$ cat src/rtl/cdc_fifo_pkg.sv
// Shared types and constants for the CDC FIFO write arbiter.
package cdc_fifo_pkg;

    typedef enum logic {
        IDLE  = 1'b0,
        GRANT = 1'b1
    } arb_state_t;

    localparam int unsigned STALL_COUNT_WIDTH = 8;

endpackage

$ cat src/rtl/cdc_fifo_rr_pick.sv
// Rotating-priority picker: the first set request bit searching upward from last_i+1 (mod NUM_REQ).
module cdc_fifo_rr_pick #(
    parameter int unsigned NUM_REQ = 4,
    parameter int unsigned IDX_W   = $clog2(NUM_REQ)
) (
    input  logic [NUM_REQ-1:0] req_vec_i,
    input  logic [IDX_W-1:0]   last_i,
    output logic [IDX_W-1:0]   idx_o,
    output logic               any_o
);

    always_comb begin
        int unsigned cand;
        cand  = 0;
        idx_o = last_i;
        any_o = 1'b0;
        // Offset k = NUM_REQ wraps back onto last_i, so a sole requester can win again.
        for (int unsigned k = 1; k <= NUM_REQ; k++) begin
            cand = (int'(last_i) + k) % NUM_REQ;
            if (!any_o && req_vec_i[IDX_W'(cand)]) begin
                idx_o = IDX_W'(cand);
                any_o = 1'b1;
            end
        end
    end

endmodule

$ cat src/rtl/cdc_fifo_write_arbiter.sv
// Round-robin burst arbiter feeding the write side of a CDC FIFO.
// Define CDC_FIFO_ARB_STATS_EN to add the saturating stall_count output.
module cdc_fifo_write_arbiter
    import cdc_fifo_pkg::*;
#(
    parameter int unsigned NUM_REQ    = 4,
    parameter int unsigned DATA_WIDTH = 8,
    parameter int unsigned BURST_LEN  = 4
) (
    input  logic                          clock,
    input  logic                          reset_n,
    input  logic [NUM_REQ-1:0]            req_valid,
    input  logic [NUM_REQ*DATA_WIDTH-1:0] req_data,
    output logic [NUM_REQ-1:0]            req_ready,
    input  logic                          fifo_full,
    output logic                          fifo_write,
    output logic [DATA_WIDTH-1:0]         fifo_write_data,
    output logic [$clog2(NUM_REQ)-1:0]    grant_id,
    output logic                          busy
`ifdef CDC_FIFO_ARB_STATS_EN
    ,
    output logic [STALL_COUNT_WIDTH-1:0]  stall_count
`endif
);

    localparam int unsigned IDX_W  = $clog2(NUM_REQ);
    localparam int unsigned BEAT_W = $clog2(BURST_LEN + 1);
    localparam logic [BEAT_W-1:0] LAST_BEAT = BEAT_W'(BURST_LEN - 1);

    arb_state_t        state_q, state_d;
    logic [IDX_W-1:0]  grant_q, grant_d;
    logic [BEAT_W-1:0] beat_q, beat_d;

    logic [IDX_W-1:0]      pick_idx;
    logic                  pick_any;
    logic                  active;
    logic                  cur_valid;
    logic [DATA_WIDTH-1:0] words [NUM_REQ];

    for (genvar i = 0; i < NUM_REQ; i++) begin : g_words
        assign words[i] = req_data[i*DATA_WIDTH +: DATA_WIDTH];
    end

    cdc_fifo_rr_pick #(
        .NUM_REQ (NUM_REQ),
        .IDX_W   (IDX_W)
    ) u_pick (
        .req_vec_i (req_valid),
        .last_i    (grant_q),
        .idx_o     (pick_idx),
        .any_o     (pick_any)
    );

    // Gating with reset_n keeps every strobe low in a reset cycle, even mid-burst.
    assign active     = (state_q == GRANT) && reset_n;
    assign cur_valid  = req_valid[grant_q];
    assign fifo_write = active && cur_valid && !fifo_full;
    assign busy       = active;
    assign grant_id   = grant_q;

    always_comb begin
        req_ready       = '0;
        fifo_write_data = '0;
        if (active && !fifo_full) begin
            req_ready[grant_q] = 1'b1;
        end
        if (fifo_write) begin
            fifo_write_data = words[grant_q];
        end
    end

    always_comb begin
        state_d = state_q;
        grant_d = grant_q;
        beat_d  = beat_q;
        case (state_q)
            IDLE: begin
                if (pick_any) begin
                    grant_d = pick_idx;
                    beat_d  = '0;
                    state_d = GRANT;
                end
            end
            GRANT: begin
                if (!cur_valid) begin
                    state_d = IDLE;
                end else if (fifo_write) begin
                    beat_d = beat_q + 1'b1;
                    if (beat_q == LAST_BEAT) begin
                        state_d = IDLE;
                    end
                end
            end
            default: state_d = IDLE;
        endcase
    end

    always_ff @(posedge clock) begin
        if (!reset_n) begin
            state_q <= IDLE;
            grant_q <= IDX_W'(NUM_REQ - 1);
            beat_q  <= '0;
        end else begin
            state_q <= state_d;
            grant_q <= grant_d;
            beat_q  <= beat_d;
        end
    end

`ifdef CDC_FIFO_ARB_STATS_EN
    logic [STALL_COUNT_WIDTH-1:0] stall_q, stall_d;

    always_comb begin
        stall_d = stall_q;
        if (active && cur_valid && fifo_full && (stall_q != '1)) begin
            stall_d = stall_q + 1'b1;
        end
    end

    always_ff @(posedge clock) begin
        if (!reset_n) begin
            stall_q <= '0;
        end else begin
            stall_q <= stall_d;
        end
    end

    assign stall_count = stall_q;
`endif

endmodule

$ cat config.mk
export PLATFORM = sky130hd
export DESIGN_NAME = cdc_fifo_write_arbiter
export DESIGN_NICKNAME = d
export VERILOG_FILES = /design/src/rtl/cdc_fifo_pkg.sv /design/src/rtl/cdc_fifo_rr_pick.sv /design/src/rtl/cdc_fifo_write_arbiter.sv
export SDC_FILE = /design/constraint.sdc
export NUM_CORES = 1
export LEC_CHECK = 0
export ABC_AREA = 1
export ABC_CLOCK_PERIOD_IN_PS = 1950
export CAP_MARGIN = 20
export CORE_MARGIN = 2
export CORE_UTILIZATION = 45
export DETAILED_ROUTE_END_ITERATION = 10
export DONT_BUFFER_PORTS = 1
export PLACE_DENSITY = 0.66
export SLEW_MARGIN = 20
export SYNTH_ARGS = -nofsm -noshare
export SYNTH_HDL_FRONTEND = slang
export SYNTH_SLANG_ARGS = --single-unit
$ cat constraint.sdc
create_clock -name clock -period 1.95 [get_ports clock]
set_input_delay 0.2925 -clock clock [delete_from_list [all_inputs] [get_ports clock]]
set_output_delay 0.2925 -clock clock [all_outputs]
set_load 0.005 [all_outputs]
==> results.ini <==
[cts]
cts_buffers = 3
h-tree-depth = 1
clk_pin_slew_ns = 0.05
insertion_delay_ns = 0.26
cts-root-buf = clkbuf_4
cts_tree = built
cts_sinks = 6
clk_path_buf_depth = 2

[detailed_routing]
drtPass1Iterations = 4
via_per_inst = 5.38
drc = 0
ant_nets = 0
via_count = 957
dr.first_iter.drc_count = 21
finalWirelength_mm = 2.11
post_drt_wl_per_cell_um = 11.8

[sta]
relSlewSlack_pct = 85.4
layout_setup_ws_ns = 0.111
fin_crit_sh_pct = 94.3
clock_skew_ns = 0.00246
slew_violations = 0
worst_pin_slew_ns = 0.216
max_freq_mhz = 544
rsz0062_at_grt = false
setup_viol = 0
fin_crit_ns = 1.84
setup_tns_ns = 0
hold_viol = 0

[synthesis]
synthArstFlopShare_pct = 0
syn_nets = 196
yosysWarningCount = 0
ys_seq_area_share_pct = 14.2
avgSynthCellArea_um2 = 5.62
synth_edf_count = 0
yosysTopAreaCell = nor2_1
synth.area.top_cells = nor2_1 (16%), dfxtp_1 (14%), o21ai_0 (10%)
ys_ff_latch = 6
yosysUniqueCellTypes = 20
synth_top_flop_cell = dfxtp_1
synth_top_area_share_pct = 15.9
syn_area_um2 = 848
synth_cells = 151

[outcome]
status = finished clean

[final_layout]
diodes = 0
syn_to_final_growth_pct = 9.29
drive_above_1_share_pct = 19.0
final_cell_mix = nor2_1 (36), nand2_1 (21), o21ai_0 (17), nand3_1 (15), inv_1 (11)
final_common_cell = nor2_1
fin_nets = 200
fillCellCount = 184

[worst_setup_path]
cp_top_family = simple AND/OR/NAND/NOR gates
cp_max_fo = 18
worst_setup_path_end_kind = output pin
path_buf_inv = 3
path_cells = inv_2 > buf_6 > nand2_2 > nand3_2 > nand2_2 > nor2_4 > inv_4 > a21oi_1
critPathMaxStageDelay_ns = 0.35
crit_required_ns = 1.66
critPathKind = register to output pin
reg2reg_depth = 11
worstSetupPathDepth = 8
critPathMostFrequentCell = nand2_2
arrival_ns = 1.55
start_kind = register
slowest_stage = dfxtp_2

[global_routing]
grt_pass1_vias = 797
grt_max_degree = 20
gr-usage-all-layers_pct = 19.7
grt_first_pass_wirelength_mm = 3.17
gr-total-overflow = 0
antenna_found_initial = 0

[placement]
dp_slack_ns = 0.245
dp_hpwl_mm = 1.67
place.gp.congestion = 0.835
io_buffers = 0

[power_and_ir_drop]
ir_worst_vdd_mv = 0.945
powerDensity_nw_per_um2 = 1480
leakage_nw = 0.426

[hold_path]
hp-class = primary input to register
min_path_cells = 1

[job]
max_cap_violations = 0

[floorplanning]
die_h_um = 47.4
num_io_pins = 55
row_count = 15
initial_core_util_pct = 48.6
die_width_um = 47.4
dieArea_um2 = 2250
core-area_um2 = 1750

==> metal layers <==
layer  share of wire (%)  routed length [µm]  track usage [%]  vias to the layer above
li1                    -                   -                -                      497
met1                  45                 943             25.1                      415
met2                  46                 977             34.1                       40
met3                 7.4                 155             3.77                        5
met4                 1.5                  31             5.00                        0
met5                   0                   0                0                        -
==> through the flow <==
step | std cells | hold slack [ns] | utilization, % | total power, W | instance area (µm²)
2_1_floorplan | 151 | 0.377 | - | 0.00102 | 848
3_3_place_gp | 173 | 0.379 | 49.7 | 0.00115 | 867
3_5_place_dp | 173 | 0.386 | 49.7 | 0.00119 | 867
4_1_cts | 176 | 0.123 | 51.2 | 0.00132 | 893
5_1_grt | 178 | 0.127 | 53.1 | 0.00154 | 927
6_report | 178 | 0.120 | 53.1 | 0.00137 | 927
==> synthesized netlist by cell type (3+ instances only) <==
master    count
a21oi_1      13
clkbuf_1      3
dfxtp_1       6
ha_1          6
inv_1        11
inv_2         4
nand2_1      21
nand2_2       6
nand3_1      15
nor2_1       36
o21ai_0      17
==> worst register-to-register path, delay by kind of cell, from the launching register on <==
| family | cells | cell delay (ns) |
|---|---|---|
| buffers and inverters | 4 | 0.36 |
| adder cells (fa/ha/maj) | 1 | 0.33 |
| AND/OR/NAND/NOR | 5 | 0.45 |
| AO/OA/AOI/OAI | 1 | 0.12 |
| flip-flops | 1 | 0.38 |
==> registers in the layout, indices dropped and copies added, names as in the netlist <==
register / flops
grant_id: 2
state_q: 1
beat_q: 3
==> final cells by class <==
| type | count | area (µm²) | share of cell area, % |
|---|---|---|---|
| clock buffer | 3 | 22.5 | 2.43 |
| inverter | 15 | 58.8 | 6.34 |
| tap | 25 | 31.3 | 3.37 |
| sequential | 6 | 121 | 13.1 |
| timing repair buffer | 6 | 48.8 | 5.26 |
| multi-input combinational | 123 | 644 | 69.5 |
==> kinds of logic after synthesis <==
logic type      synth area share [%]
simple gates                    47.1
flops                           14.2
fa+ha+maj                       8.85
compound gates                  18.3
buf+inv                         11.7
==> power by group <==
group	switching, W	internal [W]	leakage, nW
clock network	0.0000583	0.0000706	0.0138
registers	0.0000277	0.000155	0.0491
logic	0.000681	0.000382	0.363
==> final timing paths <==
path | start | to | slack, ns
max reg2reg | grant_id[0]$_SDFFE_PN1P_ | state_q$_SDFF_PN0_ | 0.20
max | grant_id[0]$_SDFFE_PN1P_ | fifo_write_data[2] | 0.11
min | reset_n | grant_id[1]$_SDFFE_PN1P_ | 0.12
min reg2reg | beat_q[0]$_SDFFE_PN0P_ | beat_q[0]$_SDFFE_PN0P_ | 0.46
==> what timing repair did <==
action,4_1_cts,5_1_grt
setup endpoints to repair,8,8
setup buffers,0,2
resized for setup,1,6
hold buffers,0,0
Power figures use the tool's default switching activity.
